===== src/rtl/appliance_pkg.sv =====
// Shared class/field/zone codes, FSM state type and parameter helpers
// for the appliance control hub.
package appliance_pkg;

  localparam logic [1:0] CLS_FRIDGE = 2'd0;
  localparam logic [1:0] CLS_AC     = 2'd1;

  // Field codes overlap between classes; the class decides which applies.
  localparam logic [1:0] F_TEMP    = 2'd0;
  localparam logic [1:0] F_CAP     = 2'd1;
  localparam logic [1:0] F_ICE     = 2'd2;
  localparam logic [1:0] F_FAN     = 2'd2;
  localparam logic [1:0] F_TIMER   = 2'd3;
  localparam logic [1:0] F_FR_RSVD = 2'd3;

  localparam logic Z_FRIDGE  = 1'b0;
  localparam logic Z_FREEZER = 1'b1;

  typedef enum logic {
    S_IDLE  = 1'b0,
    S_APPLY = 1'b1
  } state_e;

  function automatic int dev_width(input int n_fridge, input int n_ac);
    int n;
    n = (n_fridge > n_ac) ? n_fridge : n_ac;
    return (n > 1) ? $clog2(n) : 1;
  endfunction

endpackage


===== src/rtl/ac_unit_regs.sv =====
// Settings registers for one AC unit: write port with temperature clamp,
// plus the minute-driven off-timer that zeroes the fan on expiry.
module ac_unit_regs
  import appliance_pkg::*;
#(
  parameter int VAL_W       = 5,
  parameter int AC_TEMP_MIN = 16,
  parameter int AC_TEMP_MAX = 30
) (
  input  logic             clk,
  input  logic             rst_n,
  input  logic             wr_en_i,
  input  logic [1:0]       wr_field_i,
  input  logic [VAL_W-1:0] wr_data_i,
  input  logic             tick_i,
  output logic [VAL_W-1:0] temp_o,
  output logic [VAL_W-1:0] cap_o,
  output logic [VAL_W-1:0] fan_o,
  output logic [VAL_W-1:0] timer_o,
  output logic             expired_o
);

  localparam logic [VAL_W-1:0] TEMP_MIN = VAL_W'(AC_TEMP_MIN);
  localparam logic [VAL_W-1:0] TEMP_MAX = VAL_W'(AC_TEMP_MAX);

  logic [VAL_W-1:0] temp_q, temp_d;
  logic [VAL_W-1:0] cap_q, cap_d;
  logic [VAL_W-1:0] fan_q, fan_d;
  logic [VAL_W-1:0] timer_q, timer_d;
  logic             expired_q, expired_d;

  function automatic logic [VAL_W-1:0] clamp_temp(input logic [VAL_W-1:0] v);
    if (v < TEMP_MIN) return TEMP_MIN;
    if (v > TEMP_MAX) return TEMP_MAX;
    return v;
  endfunction

  // The timer step is evaluated first so that a same-cycle write overrides it.
  always_comb begin
    // NOTE: every next-state variable gets a default first so no path leaves it unassigned and infers a latch.
    temp_d    = temp_q;
    cap_d     = cap_q;
    fan_d     = fan_q;
    timer_d   = timer_q;
    expired_d = 1'b0;

    if (tick_i && (timer_q != '0)) begin
      timer_d = timer_q - VAL_W'(1);
      if (timer_q == VAL_W'(1)) begin
        fan_d     = '0;
        expired_d = 1'b1;
      end
    end

    if (wr_en_i) begin
      case (wr_field_i)
        F_TEMP:  temp_d  = clamp_temp(wr_data_i);
        F_CAP:   cap_d   = wr_data_i;
        F_FAN:   fan_d   = wr_data_i;
        F_TIMER: timer_d = wr_data_i;
        default: ;
      endcase
    end
  end

  // NOTE: state registers use non-blocking assignments so all flops update together on the edge.
  always_ff @(posedge clk or negedge rst_n) begin
    if (!rst_n) begin
      temp_q    <= TEMP_MAX;
      cap_q     <= '0;
      fan_q     <= '0;
      timer_q   <= '0;
      expired_q <= 1'b0;
    end else begin
      temp_q    <= temp_d;
      cap_q     <= cap_d;
      fan_q     <= fan_d;
      timer_q   <= timer_d;
      expired_q <= expired_d;
    end
  end

  assign temp_o    = temp_q;
  assign cap_o     = cap_q;
  assign fan_o     = fan_q;
  assign timer_o   = timer_q;
  assign expired_o = expired_q;

endmodule


===== src/rtl/appliance_ctrl_hub.sv =====
// Command hub for a bank of fridges and AC units: two-state handshake FSM,
// command validation, per-device settings registers and AC off-timers.
module appliance_ctrl_hub
  import appliance_pkg::*;
#(
  parameter int NUM_FRIDGE  = 2,
  parameter int NUM_AC      = 2,
  parameter int VAL_W       = 5,
  parameter int AC_TEMP_MIN = 16,
  parameter int AC_TEMP_MAX = 30,
  parameter int DEV_W       = dev_width(NUM_FRIDGE, NUM_AC)
) (
  input  logic                        clk,
  input  logic                        rst_n,
  input  logic                        cmd_valid,
  output logic                        cmd_ready,
  input  logic [1:0]                  cmd_class,
  input  logic [DEV_W-1:0]            cmd_dev,
  input  logic [1:0]                  cmd_field,
  input  logic                        cmd_zone,
  input  logic [VAL_W-1:0]            cmd_data,
  output logic                        resp_valid,
  output logic                        resp_err,
  input  logic                        tick,
  output logic [NUM_FRIDGE*VAL_W-1:0] fg_temp,
  output logic [NUM_FRIDGE*VAL_W-1:0] fr_temp,
  output logic [NUM_FRIDGE*VAL_W-1:0] fg_cap,
  output logic [NUM_FRIDGE*VAL_W-1:0] fr_cap,
  output logic [NUM_FRIDGE-1:0]       ice,
  output logic [NUM_AC*VAL_W-1:0]     ac_temp,
  output logic [NUM_AC*VAL_W-1:0]     ac_cap,
  output logic [NUM_AC*VAL_W-1:0]     ac_fan,
  output logic [NUM_AC*VAL_W-1:0]     ac_timer,
  output logic [NUM_AC-1:0]           ac_expired
);

  state_e           state_q;
  logic             ready_q;
  logic             resp_valid_q;
  logic             resp_err_q;
  logic [1:0]       cls_q;
  logic [DEV_W-1:0] dev_q;
  logic [1:0]       field_q;
  logic             zone_q;
  logic [VAL_W-1:0] data_q;

  logic is_fridge;
  logic is_ac;
  logic cmd_err;
  logic fr_wr;
  logic ac_wr;

  always_comb begin
    is_fridge = (cls_q == CLS_FRIDGE);
    is_ac     = (cls_q == CLS_AC);
    cmd_err   = 1'b1;
    if (is_fridge) begin
      cmd_err = (int'(dev_q) >= NUM_FRIDGE) || (field_q == F_FR_RSVD);
    end else if (is_ac) begin
      cmd_err = (int'(dev_q) >= NUM_AC);
    end
    fr_wr = (state_q == S_APPLY) && !cmd_err && is_fridge;
    ac_wr = (state_q == S_APPLY) && !cmd_err && is_ac;
  end

  // cmd_ready is kept as its own flop so it is registered, not decoded from state.
  always_ff @(posedge clk or negedge rst_n) begin
    if (!rst_n) begin
      state_q      <= S_IDLE;
      ready_q      <= 1'b1;
      resp_valid_q <= 1'b0;
      resp_err_q   <= 1'b0;
      cls_q        <= '0;
      dev_q        <= '0;
      field_q      <= '0;
      zone_q       <= 1'b0;
      data_q       <= '0;
    end else begin
      resp_valid_q <= 1'b0;
      case (state_q)
        S_IDLE: begin
          if (cmd_valid) begin
            cls_q   <= cmd_class;
            dev_q   <= cmd_dev;
            field_q <= cmd_field;
            zone_q  <= cmd_zone;
            data_q  <= cmd_data;
            state_q <= S_APPLY;
            ready_q <= 1'b0;
          end
        end
        S_APPLY: begin
          resp_valid_q <= 1'b1;
          resp_err_q   <= cmd_err;
          state_q      <= S_IDLE;
          ready_q      <= 1'b1;
        end
        default: begin
          state_q <= S_IDLE;
          ready_q <= 1'b1;
        end
      endcase
    end
  end

  assign cmd_ready  = ready_q;
  assign resp_valid = resp_valid_q;
  assign resp_err   = resp_err_q;

  for (genvar i = 0; i < NUM_FRIDGE; i++) begin : g_fridge
    logic [VAL_W-1:0] fg_temp_q, fr_temp_q, fg_cap_q, fr_cap_q;
    logic             ice_q;
    logic             sel;

    assign sel = fr_wr && (dev_q == DEV_W'(i));

    // NOTE: settings are plain flops, not a RAM, so each one is reset and reads its default straight out of reset.
    always_ff @(posedge clk or negedge rst_n) begin
      if (!rst_n) begin
        fg_temp_q <= '0;
        fr_temp_q <= '0;
        fg_cap_q  <= '0;
        fr_cap_q  <= '0;
        ice_q     <= 1'b0;
      end else if (sel) begin
        case (field_q)
          F_TEMP: begin
            if (zone_q == Z_FRIDGE) fg_temp_q <= data_q;
            else                    fr_temp_q <= data_q;
          end
          F_CAP: begin
            if (zone_q == Z_FREEZER) fr_cap_q <= data_q;
            else                     fg_cap_q <= data_q;
          end
          F_ICE:   ice_q <= data_q[0];
          default: ;
        endcase
      end
    end

    assign fg_temp[i*VAL_W +: VAL_W] = fg_temp_q;
    assign fr_temp[i*VAL_W +: VAL_W] = fr_temp_q;
    assign fg_cap[i*VAL_W +: VAL_W]  = fg_cap_q;
    assign fr_cap[i*VAL_W +: VAL_W]  = fr_cap_q;
    assign ice[i]                    = ice_q;
  end

  for (genvar i = 0; i < NUM_AC; i++) begin : g_ac
    logic sel;

    assign sel = ac_wr && (dev_q == DEV_W'(i));

    ac_unit_regs #(
      .VAL_W       (VAL_W),
      .AC_TEMP_MIN (AC_TEMP_MIN),
      .AC_TEMP_MAX (AC_TEMP_MAX)
    ) u_ac (
      .clk        (clk),
      .rst_n      (rst_n),
      .wr_en_i    (sel),
      .wr_field_i (field_q),
      .wr_data_i  (data_q),
      .tick_i     (tick),
      .temp_o     (ac_temp[i*VAL_W +: VAL_W]),
      .cap_o      (ac_cap[i*VAL_W +: VAL_W]),
      .fan_o      (ac_fan[i*VAL_W +: VAL_W]),
      .timer_o    (ac_timer[i*VAL_W +: VAL_W]),
      .expired_o  (ac_expired[i])
    );
  end

endmodule

===== config.mk =====
export PLATFORM = sky130hd
export DESIGN_NAME = appliance_ctrl_hub
export DESIGN_NICKNAME = d
export VERILOG_FILES = /design/src/rtl/appliance_pkg.sv /design/src/rtl/ac_unit_regs.sv /design/src/rtl/appliance_ctrl_hub.sv
export SDC_FILE = /design/constraint.sdc
export NUM_CORES = 1
export LEC_CHECK = 0
export CAP_MARGIN = 10
export CELL_PAD_IN_SITES_DETAIL_PLACEMENT = 0
export CELL_PAD_IN_SITES_GLOBAL_PLACEMENT = 1
export CORE_MARGIN = 1
export CORE_UTILIZATION = 32
export DETAILED_ROUTE_END_ITERATION = 16
export PLACE_DENSITY_LB_ADDON = 0.1
export SETUP_SLACK_MARGIN = 0.3
export SLEW_MARGIN = 20
export SYNTH_ARGS = -nofsm -noshare
export SYNTH_HDL_FRONTEND = slang
export SYNTH_SLANG_ARGS = --single-unit
export TNS_END_PERCENT = 10

===== constraint.sdc =====
create_clock -name clk -period 5.3 [get_ports clk]
set_input_delay 1.06 -clock clk [delete_from_list [all_inputs] [get_ports clk]]
set_output_delay 1.06 -clock clk [all_outputs]
set_load 0.01 [all_outputs]

-- Word-level counts from Yosys, hierarchy flattened
Index checks and enable logic that the tools add are counted.
Widths: inputs -> output; s select.
- bits in registers: 99
- output and inout port bits: 87
- add/subtract/negate cells: 2
- equal/unequal tests: 7
- bitwise operators: 3
- magnitude comparators: 2
- reduce and logical (&&, ||, !) cells: 29
- muxes and demuxes: 42
- operator list (cell ; count):
    $mux 5 ; 20
    $reduce_and 3->1 ; 8
    $mux 1 ; 20
    $reduce_and 2->1 ; 7
    $eq 5x1->1 const B ; 2
    $reduce_bool 5->1 ; 2
    $sub 5x1->5 const B ; 2
    $logic_and 1x1->1 ; 9
    $gt 5x5->1 const B ; 1
    $lt 5x5->1 const B ; 1
    $eq 2x1->1 const B ; 2
    $eq 2x2->1 const B ; 2
    $logic_not 2->1 ; 2
    $pmux 1 s2 ; 2
    $not 1->1 ; 3
    $ne 2x2->1 const B ; 1
    $logic_not 1->1 ; 1

-- Logic depth before layout (Yosys ltp)
Gate-level depths: netlist of the first run.
- word-level depth: 13
- depth in mapped cells: 5

-- Hierarchy
Synthesis of the first run repeated with hierarchy kept, for this count alone.
- cells, all modules: 321
- area, all modules: 4157.7 um^2
- by module, submodules not included (module ; times used ; cells each ; sequential area each (um^2) ; area an instance (um^2)):
    appliance_ctrl_hub ; 1 ; 143 ; 1427.6 ; 2245.9
    ac_unit_regs ; 2 ; 89 ; 530.5 ; 955.9

-- Worst setup path after synthesis of the first run
No wires, ideal clock.
- path kind: input port to flip-flop
- from: in tick
- to: reg g_ac[0].u_ac.timer_q[4]
- required time: 5.174 ns
- slack: 3.324 ns
- stages on the path: 4
- library setup time: 0.126 ns
- data arrival time: 1.850 ns
- path buffers: 1
- cell sequence: clkbuf_1 nor4bb_1 mux2i_1 a21oi_1
- cells in the longest elaborated chain, start to end: 4
- RTL lines (item ; line ; source):
    start, declared ; appliance_ctrl_hub.sv:24 ; input logic tick,
    $logic_and 1x1->1 (*) ; ac_unit_regs.sv:47 ; if (tick_i && (timer_q != '0)) begin
    $mux 5 (*) ; ac_unit_regs.sv:47 ;
    $mux 5 ; ac_unit_regs.sv:56 ; case (wr_field_i)
    $mux 5 (*) ; ac_unit_regs.sv:55 ; if (wr_en_i) begin
    named net g_ac[0].u_ac.timer_d[4] ; ac_unit_regs.sv:29 ; logic [VAL_W-1:0] timer_q, timer_d;
    end signal, assigned ; ac_unit_regs.sv:78 ; timer_q <= timer_d;
    end, declared ; ac_unit_regs.sv:29 ;
Mark *: on every way through the listed nets, which the timed path passes. The rest lies on a longest branch.
A chain may end at the register's enable or synchronous reset.

-- Worst setup path after layout of the first run
- from: in cmd_valid
- to: reg cls_q[0]
- cells in the longest elaborated chain, start to end: 1
- RTL lines (item ; line ; source):
    start, declared ; appliance_ctrl_hub.sv:15 ; input logic cmd_valid,
    $reduce_and 2->1 (no source line) ; n/a ;
    end signal, assigned ; appliance_ctrl_hub.sv:83 ; cls_q <= cmd_class;
    end, declared ; appliance_ctrl_hub.sv:41 ; logic [1:0] cls_q;
No other way between the ends.

==> reports/qor.txt, run 1 <==
Status = complete, no violations
Maximum vdd drop = 0.2186 mV
Asr flop ratio synth = 100.0%
Largest delay contributor family on the critical path = simple AND/OR/NAND/NOR gates
Fillers = 1256
Hold Crit Depth = 1
Xor and xnor area share after synthesis = 0%
Die Area = 0.01411 mm^2
Clk_skew = 0.007118 ns
Commonest non-fill, non-tap cell in the layout = clkdlybuf4s50_1
Post-CTS Setup Bufs = 0
Cells after Synth = 320
WP data arrival = 2.74 ns
Average wire per cell in the routed design = 18.60 um
Vias in the first global route = 3039
PD cells = 478.5 mW/mm^2
Initial antenna violation count = 0
CTS Buf Count = 9
N_diodes = 0
Finish-stage setup viols = 0
Dpl ws = 2.416 ns
Mux cell area share after synthesis = 19.35%
Clock Tree Root = clkbuf_16
Synth Area in Simple Gates = 12.33%
Post-DP Area = 0.005479 mm^2
Max Cap Viol = 0
Clk slew on worst S/H paths = 0.06 ns
Fmax = 398.2 MHz
Final cell area excluding filler cells = 0.005769 mm^2
CTS tree = done
TritonRoute pass-1 iters = 4
Critical-path maximum fanout = 12
Die Width = 118.8 um
Worst hold path class = reg2reg
Slew Viols, Final = 0
Layer carrying the most global-route usage = met2
Yosys cell types = 54
Hold Violations, Final = 0
Largest net degree at the start of global routing = 51
Seq cells post-synth = 99
# DRC = 0
Hold_ws = 0.5045 ns
Post-synth EDFFs = 0
Die height = 118.8 um
Max clock buf depth = 2
Core footprint = 0.01330 mm^2
Final WS setup = 2.789 ns
FP Rows = 42
Antenna Nets Post-Route = 0
Io pins = 102
Complex-gate fraction of the synthesized area = 6.021%
Grt ovf = 0
1st-iter DRT viols = 121
Met1 Use GR = 21.84%
Layout cells sized above 1 = 26.86%
Bufs and invs on worst path = 2
Slew margin rel. = 31.55%
Mapped cell area = 0.004364 mm^2
Most frequent cells in the layout = clkdlybuf4s50_1, dfrtp_1, mux2_2, nand4_1
Area Overhead vs Synth = 32.20%
Final Cycle Share = 47.39%
Met2 GRT Util = 26.10%
Setup TNS = 0 ns
CTS sink cnt = 99
Crit path kind = in2reg
Post-DP HPWL = 7341 um
Vias = 2863
Crit path depth = 4
PostCTS Resize Cnt = 0
Layout Nets = 433
CTS H-tree lvls = 3
Vias per cell = 4.828
M3 GR Usage = 4.199%
Overall power = 2.761 mW
GRT Overall Usage = 16.69%
Seq/Total Area, Yosys = 57.02%
Largest family of logic cells by synthesized area = multiplexers
Starting density of the core = 32.83%
Yosys warns = 0
Mapped Nets = 341
First-pass GRT wire length = 17690 um
Avg Inst Size Synth = 13.64 um^2
Crit path launch type = input pin
Clock latency on the worst-skew pair = 0.35 ns
Critical path's slowest cell = nor2_1
Minimum clock period = 2.511 ns
Largest stage delay, worst path = 0.76 ns
Least-Margin Pin Slew = 1.023 ns
RSZ-0062 raised after global routing = no
Buffers added on ports = 101
Crit path cell chain = clkdlybuf4s50_1 > inv_1 > nor2_1 > mux2_2
Fraction of the mapped netlist area in adder cells = 1.720%
Gp weighted congestion = 0.7420
Worst setup EP type = register
Top FF cell, synth = dfrtp_1
Final Routed Wirelength = 11030 um
Worst-case reg-to-reg path depth = 3
Hold-fix buffers at CTS = 0
Static leakage = 2.565 nW
Critical Path RT = 5.53 ns
-- worst reg2reg max path: stages (launching register included) --
cell and delay [ns]:
dfrtp_1 0.61, nand2_1 0.51, nand4_1 0.47, mux2_2 0.38
-- synth_stat cells, types with 2 or more instances --
cell type	instances	share of area, %
a22o_1	5	1.0
ha_1	6	1.7
buf_4	5	0.86
clkbuf_1	7	0.60
buf_6	2	0.52
nor2b_1	4	0.57
mux2_2	67	17
dfstp_2	9	5.4
nor3b_1	2	0.34
nand4_1	10	1.4
a31oi_1	5	0.72
mux2i_1	3	0.69
buf_2	5	0.57
inv_1	9	0.77
dfrtp_1	90	52
o21ai_0	3	0.34
or3_1	2	0.29
a32oi_1	2	0.40
nor4bb_1	2	0.46
or4b_1	2	0.46
and3_1	4	0.57
nand2b_1	3	0.43
nor4b_1	2	0.40
a21oi_1	6	0.69
a31o_2	4	0.80
nor3_1	8	0.92
mux2_4	4	1.4
nand2_1	8	0.69
nor2_1	7	0.60
a21o_1	2	0.34
a2bb2oi_1	2	0.40
clkbuf_2	2	0.23
nand4b_1	2	0.40
and2_1	6	0.86
-- final timing paths --
check / slack [ns] / from / to
min in group asynchronous: 0.73 / rst_n / g_ac[0].u_ac.timer_o[4]
worst min-delay path: 0.50 / g_ac[1].u_ac.fan_o[1] / g_ac[1].u_ac.fan_o[1]
worst min register to register: 0.50 / g_ac[1].u_ac.fan_o[1] / g_ac[1].u_ac.fan_o[1]
worst max-delay path: 2.79 / cmd_valid / cls_q[0]
max in group asynchronous: 3.46 / rst_n / g_fridge[0].fr_temp_q[0]
worst max register to register: 3.22 / field_q[1] / g_fridge[1].fr_cap_q[1]
-- cells by family after synthesis --
kind of cell / Yosys count
simple gates: 75
fa+ha+maj: 6
mux: 74
buf+inv: 30
compound gates: 36
flops: 99
-- metal layers --
| layer | vias up | part of all wire [%] |
|---|---|---|
| met5 | - | 0 |
| li1 | 1337 | - |
| met3 | 13 | 4.9 |
| met1 | 1449 | 45 |
| met4 | 0 | 1.8 |
| met2 | 64 | 48 |
-- cell type report --
type	instances	area, um^2	share of cell area, %
timing repair buffer	102	1016	17.61
tap	176	220.2	3.817
clock inverter	4	23.77	0.4121
inverter	9	33.78	0.5856
clock buffer	12	266.5	4.619
multi-input combinational	191	1720	29.82
sequential	99	2489	43.14
-- state kept, by name, indices dropped and copies added (netlist names) --
signal               cells
state_q                  1
resp_err                 1
g_fridge.fg_cap_q       10
g_ac.u_ac.fan_o         10
data_q                   5
g_fridge.fr_temp_q      10
g_ac.u_ac.expired_o      2
g_fridge.fr_cap_q       10
cmd_ready                1
cls_q                    2
field_q                  2
g_fridge.fg_temp_q      10
g_fridge.ice_q           2
dev_q                    1
g_ac.u_ac.timer_o       10
g_ac.u_ac.cap_o         10
resp_valid               1
zone_q                   1
g_ac.u_ac.temp_o        10
-- power by group --
group	total, mW	internal (mW)	switching, mW	leakage [nW]
sequential	1.20	0.983	0.216	1.26
combinational	0.924	0.571	0.353	1.15
clock	0.638	0.355	0.283	0.148
total	2.76	1.91	0.851	2.56
-- stage by stage --
| stage | instances | util, % |
|---|---|---|
| 2_1_floorplan | 320 | - |
| 3_3_place_gp | 577 | 41.21 |
| 3_5_place_dp | 577 | 41.21 |
| 4_1_cts | 593 | 43.39 |
| 5_1_grt | 593 | 43.39 |
| 6_report | 593 | 43.39 |
Note: power is estimated with default switching activity, not from simulation.
==> run 2, diff against run 1 <==
- clock period: 5.3 -> 2.55 ns (I/O delays scaled with it)
==> reports/qor.txt, run 2 (synthesis results as in run 1) <==
Status = complete, no violations (unchanged)
Max Cap Viol = 0 (unchanged)
Commonest non-fill, non-tap cell in the layout = clkdlybuf4s50_1 (unchanged)
Post-CTS Setup Bufs = 0 (unchanged)
Minimum clock period = 1.995 ns
First-pass GRT wire length = 17690 um (unchanged)
Finish-stage setup viols = 0 (unchanged)
Dpl ws = 0.3818 ns (was 2.416 ns)
Post-DP HPWL = 7369 um (was 7341 um)
Clk_skew = 0.005605 ns (was 0.007118 ns)
Die height = 118.8 um (unchanged)
Layout cells sized above 1 = 27.08% (was 26.86%)
Slew margin rel. = 44.64% (was 31.55%)
Largest stage delay, worst path = 0.58 ns (was 0.76 ns)
Crit path launch type = register (was input pin)
Antenna Nets Post-Route = 0 (unchanged)
Critical-path maximum fanout = 18 (was 12)
Slew Viols, Final = 0 (unchanged)
Maximum vdd drop = 0.3757 mV (was 0.2186 mV)
GRT Overall Usage = 16.61% (was 16.69%)
TritonRoute pass-1 iters = 4 (unchanged)
Hold-fix buffers at CTS = 0 (unchanged)
Net Sw Frac = 29.72% (was 30.82%)
Average wire per cell in the routed design = 18.21 um (was 18.60 um)
RSZ-0062 raised after global routing = no (unchanged)
Io pins = 102 (unchanged)
Critical Path RT = 2.78 ns (was 5.53 ns)
Largest delay contributor family on the critical path = simple AND/OR/NAND/NOR gates (unchanged)
Util after Layout = 44.01% (was 43.39%)
Final WS setup = 0.5550 ns (was 2.789 ns)
PD cells = 1011 mW/mm^2 (was 478.5 mW/mm^2)
Die Width = 118.8 um (unchanged)
Clock Tree Root = clkbuf_16 (unchanged)
Gate power share = 32.5% (was 33.4%)
Least-Margin Pin Slew = 0.8305 ns (was 1.023 ns)
Clk slew on worst S/H paths = 0.07 ns (was 0.06 ns)
Clock Power Share = 25.5% (was 23.1%)
WP data arrival = 2.22 ns (was 2.74 ns)
Area Overhead vs Synth = 34.06% (was 32.20%)
Fillers = 1262 (was 1256)
PostCTS Resize Cnt = 0 (unchanged)
Vias per cell = 4.832 (was 4.828)
Vias = 2885 (was 2863)
Critical path's slowest cell = dfrtp_1 (was nor2_1)
CTS Buf Count = 9 (unchanged)
Final Cycle Share = 78.24%
Bufs and invs on worst path = 0 (was 2)
Crit path depth = 3 (was 4)
Fmax = 501.3 MHz
Max clock buf depth = 2 (unchanged)
Psw = 1.758 mW (was 0.8510 mW)
Clock latency on the worst-skew pair = 0.34 ns (was 0.35 ns)
Crit path kind = reg2reg (was in2reg)
Flop pwr share = 42.0% (was 43.4%)
Setup TNS = 0 ns (unchanged)
Gp weighted congestion = 0.7566 (was 0.7420)
Starting density of the core = 32.83% (unchanged)
Static leakage = 2.601 nW (was 2.565 nW)
N_diodes = 0 (unchanged)
Crit path cell chain = nand2_1 > nand4_1 > mux2_2 (was clkdlybuf4s50_1 > inv_1 > nor2_1 > mux2_2)
Largest net degree at the start of global routing = 45 (was 51)
Worst hold path class = in2async (was reg2reg)
Most frequent cells in the layout = clkdlybuf4s50_1, dfrtp_1, mux2_2, nand4_1 (unchanged)
CTS tree = done (unchanged)
# DRC = 0 (unchanged)
CTS H-tree lvls = 3 (unchanged)
1st-iter DRT viols = 122 (was 121)
Initial antenna violation count = 0 (unchanged)
Layout Nets = 437 (was 433)
CTS sink cnt = 99 (unchanged)
Final Routed Wirelength = 10870 um (was 11030 um)
Grt ovf = 0 (unchanged)
Core footprint = 0.01330 mm^2 (unchanged)
Power Internal = 4.158 mW (was 1.910 mW)
Worst setup EP type = register (unchanged)
FP Rows = 42 (unchanged)
Vias in the first global route = 3084 (was 3039)
Buffers added on ports = 101 (unchanged)
Worst-case reg-to-reg path depth = 3 (unchanged)
Die Area = 0.01411 mm^2 (unchanged)
Hold Violations, Final = 0 (unchanged)
-- run 2: cell count changes in the layout (fill, tap and decap cells not counted) --
cell / delta
buf_12: +1
buf_4: +3
bufinv_16: +2
clkbuf_1: +2
clkbuf_8: -1
clkinv_2: -3
clkinv_4: -1
inv_6: +1
-- run 2: worst reg2reg max path, stage by stage, from the launching register on --
cell,delay (ns)
dfrtp_1,0.58
nand2_1,0.49
nand4_1,0.45
mux2_2,0.37
-- run 2: power groups by stage --
stage | Combinational, mW | Clock [mW] | Sequential [mW]
after floorplan | 0.774 | 0 | 2.55
after global placement | 1.93 | 0 | 2.52
after detailed placement | 1.94 | 0 | 2.52
after CTS | 1.95 | 1.55 | 2.50
after global routing | 2.09 | 1.62 | 2.57
final | 1.92 | 1.51 | 2.49
-- run 2: final cells by class --
class	instances	area [um^2]	area share, %
flip-flops and latches	99	2489	42.54
clock buffers	13	260.3	4.448
clock inverters	3	68.82	1.176
inverters	9	33.78	0.5774
well taps	176	220.2	3.764
repair buffers	106	1059	18.09
multi-input cells	191	1720	29.41
-- run 2: final timing paths --
path	startpoint	to	slack (ns)
max in group asynchronous	rst_n	cmd_ready	1.67
worst min register to register	g_fridge[0].fg_temp_q[0]	g_fridge[0].fg_temp_q[0]	0.50
worst min-delay path	rst_n	g_ac[0].u_ac.timer_o[4]	0.17
worst max-delay path	field_q[1]	g_fridge[1].fr_cap_q[3]	0.56
min in group clk	g_fridge[0].fg_temp_q[0]	g_fridge[0].fg_temp_q[0]	0.50
worst max register to register	field_q[1]	g_fridge[1].fr_cap_q[3]	0.56
-- run 2: per-layer routing --
metal  global-route usage [%]  share of wire, %  vias to the layer above
met3                    4.247               5.3                        8
met1                    21.71                46                     1452
met5                        0                 0                        -
li1                         -                 -                     1353
met2                    26.21                48                       72
met4                    6.646              0.98                        0
-- run 2: through the flow --
| stage | instances | hold WS [ns] | instance area, um^2 | total power, mW |
|---|---|---|---|---|
| 4_1_cts | 597 | 0.1849 | 5851 | 6.002 |
| 3_5_place_dp | 581 | 0.4870 | 5522 | 4.463 |
| 3_3_place_gp | 581 | 0.4890 | 5522 | 4.452 |
| 5_1_grt | 597 | 0.1987 | 5851 | 6.269 |
| 2_1_floorplan | 320 | 0.2144 | 4364 | 3.323 |
| 6_report | 597 | 0.1654 | 5851 | 5.916 |
==> run 3, diff against run 2 <==
- clock period: 2.55 -> 1.6 ns (I/O delays scaled with it)
==> reports/qor.txt, run 3 (synthesis results as in run 1) <==
Crit path kind = reg2reg (unchanged)
Final Routed Wirelength = 11790 um (was 10870 um)
GRT Overall Usage = 17.22% (was 16.61%)
Io pins = 102 (unchanged)
Vias in the first global route = 3217 (was 3084)
CTS sink cnt = 99 (unchanged)
Largest net degree at the start of global routing = 45 (unchanged)
PD cells = 1559 mW/mm^2 (was 1011 mW/mm^2)
Slew margin rel. = 68.46% (was 44.64%)
Count of non-filler cells in the finished layout = 650 (was 597)
Clk slew on worst S/H paths = 0.07 ns (about the same)
Grt ovf = 0 (unchanged)
Critical Path RT = 1.85 ns (was 2.78 ns)
First-pass GRT wire length = 18330 um (was 17690 um)
Clk_skew = 0.008871 ns (was 0.005605 ns)
Commonest non-fill, non-tap cell in the layout = dfrtp_1 (was clkdlybuf4s50_1)
TritonRoute pass-1 iters = 4 (unchanged)
# DRC = 0 (unchanged)
Most frequent cells in the layout = dfrtp_1, buf_2, mux2_4, buf_4 (was clkdlybuf4s50_1, dfrtp_1, mux2_2, nand4_1)
Worst hold path class = in2async (unchanged)
Vias = 3116 (was 2885)
Core footprint = 0.01330 mm^2 (unchanged)
Fillers = 1229 (was 1262)
Final WS setup = -0.1245 ns (was 0.5550 ns)
Status = finished with violations (was complete, no violations)
Crit path launch type = register (unchanged)
RSZ-0062 raised after global routing = yes (was no)
Minimum clock period = 1.724 ns (was 1.995 ns)
WP data arrival = 1.97 ns (was 2.22 ns)
Hold Violations, Final = 0 (unchanged)
Post-DP HPWL = 7987 um (was 7369 um)
Setup TNS = -0.6003 ns (was 0 ns)
N_diodes = 0 (unchanged)
Layout cells sized above 1 = 60.34% (was 27.08%)
CTS Buf Count = 9 (unchanged)
Die Width = 118.8 um (unchanged)
Static leakage = 3.296 nW (was 2.601 nW)
Max clock buf depth = 2 (unchanged)
Die Area = 0.01411 mm^2 (unchanged)
Failing checks = setup timing
Die height = 118.8 um (unchanged)
Clock latency on the worst-skew pair = 0.35 ns (was 0.34 ns)
Bufs and invs on worst path = 1 (was 0)
Critical path's slowest cell = or4b_4 (was dfrtp_1)
Crit path cell chain = inv_4 > ha_4 > or4b_4 > or2_4 > a31o_4 (was nand2_1 > nand4_1 > mux2_2)
Inst Count DP = 616 (was 581)
Initial antenna violation count = 0 (unchanged)
Critical-path maximum fanout = 5 (was 18)
Clock Tree Root = clkbuf_16 (unchanged)
FP Rows = 42 (unchanged)
Final Cycle Share = 107.8% (was 78.24%)
Least-Margin Pin Slew = 0.4731 ns (was 0.8305 ns)
CTS tree = done (unchanged)
CTS H-tree lvls = 3 (unchanged)
Maximum vdd drop = 0.5935 mV (was 0.3757 mV)
Largest stage delay, worst path = 0.48 ns (was 0.58 ns)
Starting density of the core = 32.83% (unchanged)
Vias per cell = 4.794 (was 4.832)
1st-iter DRT viols = 139 (was 122)
Antenna Nets Post-Route = 0 (unchanged)
Fmax = 579.9 MHz (was 501.3 MHz)
Largest delay contributor family on the critical path = simple AND/OR/NAND/NOR gates (unchanged)
Slew Viols, Final = 0 (unchanged)
Worst setup EP type = register (unchanged)
Average wire per cell in the routed design = 18.14 um (was 18.21 um)
Finish-stage setup viols = 6 (was 0)
Buffers added on ports = 101 (unchanged)
Gp weighted congestion = 0.8137 (was 0.7566)
Layout Nets = 490 (was 437)
Max Cap Viol = 0 (unchanged)
Area Overhead vs Synth = 48.22% (was 34.06%)
FF-to-FF setup slack = -0.12 ns (was 0.56 ns)
==> run 3: metrics by stage <==
| step | instance area, um^2 | hold WS (ns) | util, % | total power, mW | setup WS [ns] |
|---|---|---|---|---|---|
| after floorplan | 4422 | 0.02441 | - | 5.419 | -0.1123 |
| after global placement | 5864 | 0.2606 | 44.11 | 7.534 | -0.1632 |
| after detailed placement | 5864 | 0.2585 | 44.11 | 7.551 | -0.1113 |
| after CTS | 6296 | 0.4288 | 47.36 | 9.914 | -0.1151 |
| after global routing | 6469 | 0.4481 | 48.65 | 10.65 | -0.1599 |
| final | 6469 | 0.4183 | 48.65 | 10.08 | -0.1245 |
==> run 3: repair_timing <==
item                       in CTS  in global routing
gates cloned                    0                  1
buffers inserted                3                 13
hold endpoints to repair       20                  0
resized for setup             305                114
pin swaps                      17                 27
hold buffers                    1                  0
setup endpoints to repair     180                160
==> run 3: path summary, 6_finish.rpt <==
| path | startpoint | endpoint | depth (start not counted) |
|---|---|---|---|
| worst max-delay path | g_ac[0].u_ac.timer_o[1] | g_ac[0].u_ac.fan_o[3] | 5 |
| worst min register to register | g_fridge[1].fr_temp_q[0] | g_fridge[1].fr_temp_q[0] | 1 |
| min in group clk | g_fridge[1].fr_temp_q[0] | g_fridge[1].fr_temp_q[0] | 1 |
| max in group asynchronous | rst_n | g_ac[1].u_ac.temp_o[4] | 3 |
| worst max register to register | g_ac[0].u_ac.timer_o[1] | g_ac[0].u_ac.fan_o[3] | 5 |
| worst min-delay path | rst_n | g_ac[0].u_ac.expired_o | 2 |
==> run 3: metal layers <==
layer	up-vias	part of all wire (%)	GRT usage (%)
met5	-	0	0
met1	1580	46	23.26
met2	66	48	26.50
li1	1461	-	-
met3	9	4.3	4.392
met4	0	1.3	6.408
==> run 3: worst reg2reg max path: cells and delay by family (launching register included) <==
family | cells | cell delay [ns]
buf+inv | 1 | 0.06
flops | 1 | 0.40
compound gates | 1 | 0.24
simple gates | 2 | 0.78
fa+ha+maj | 1 | 0.15
==> run 3: report_power, final <==
| part | internal [mW] | leakage, nW | switching, mW |
|---|---|---|---|
| Sequential | 3.28 | 1.25 | 0.582 |
| Combinational | 2.19 | 1.88 | 1.64 |
| Clock | 1.39 | 0.158 | 0.999 |
==> run 3: layout make-up <==
| type | instances | area (um^2) | share of cell area [%] |
|---|---|---|---|
| inverters | 9 | 36.28 | 0.5609 |
| repair buffers | 158 | 1279 | 19.77 |
| clock buffers | 10 | 229.0 | 3.540 |
| well taps | 176 | 220.2 | 3.404 |
| multi-input cells | 192 | 2108 | 32.59 |
| clock inverters | 6 | 95.09 | 1.470 |
| flip-flops and latches | 99 | 2501 | 38.67 |
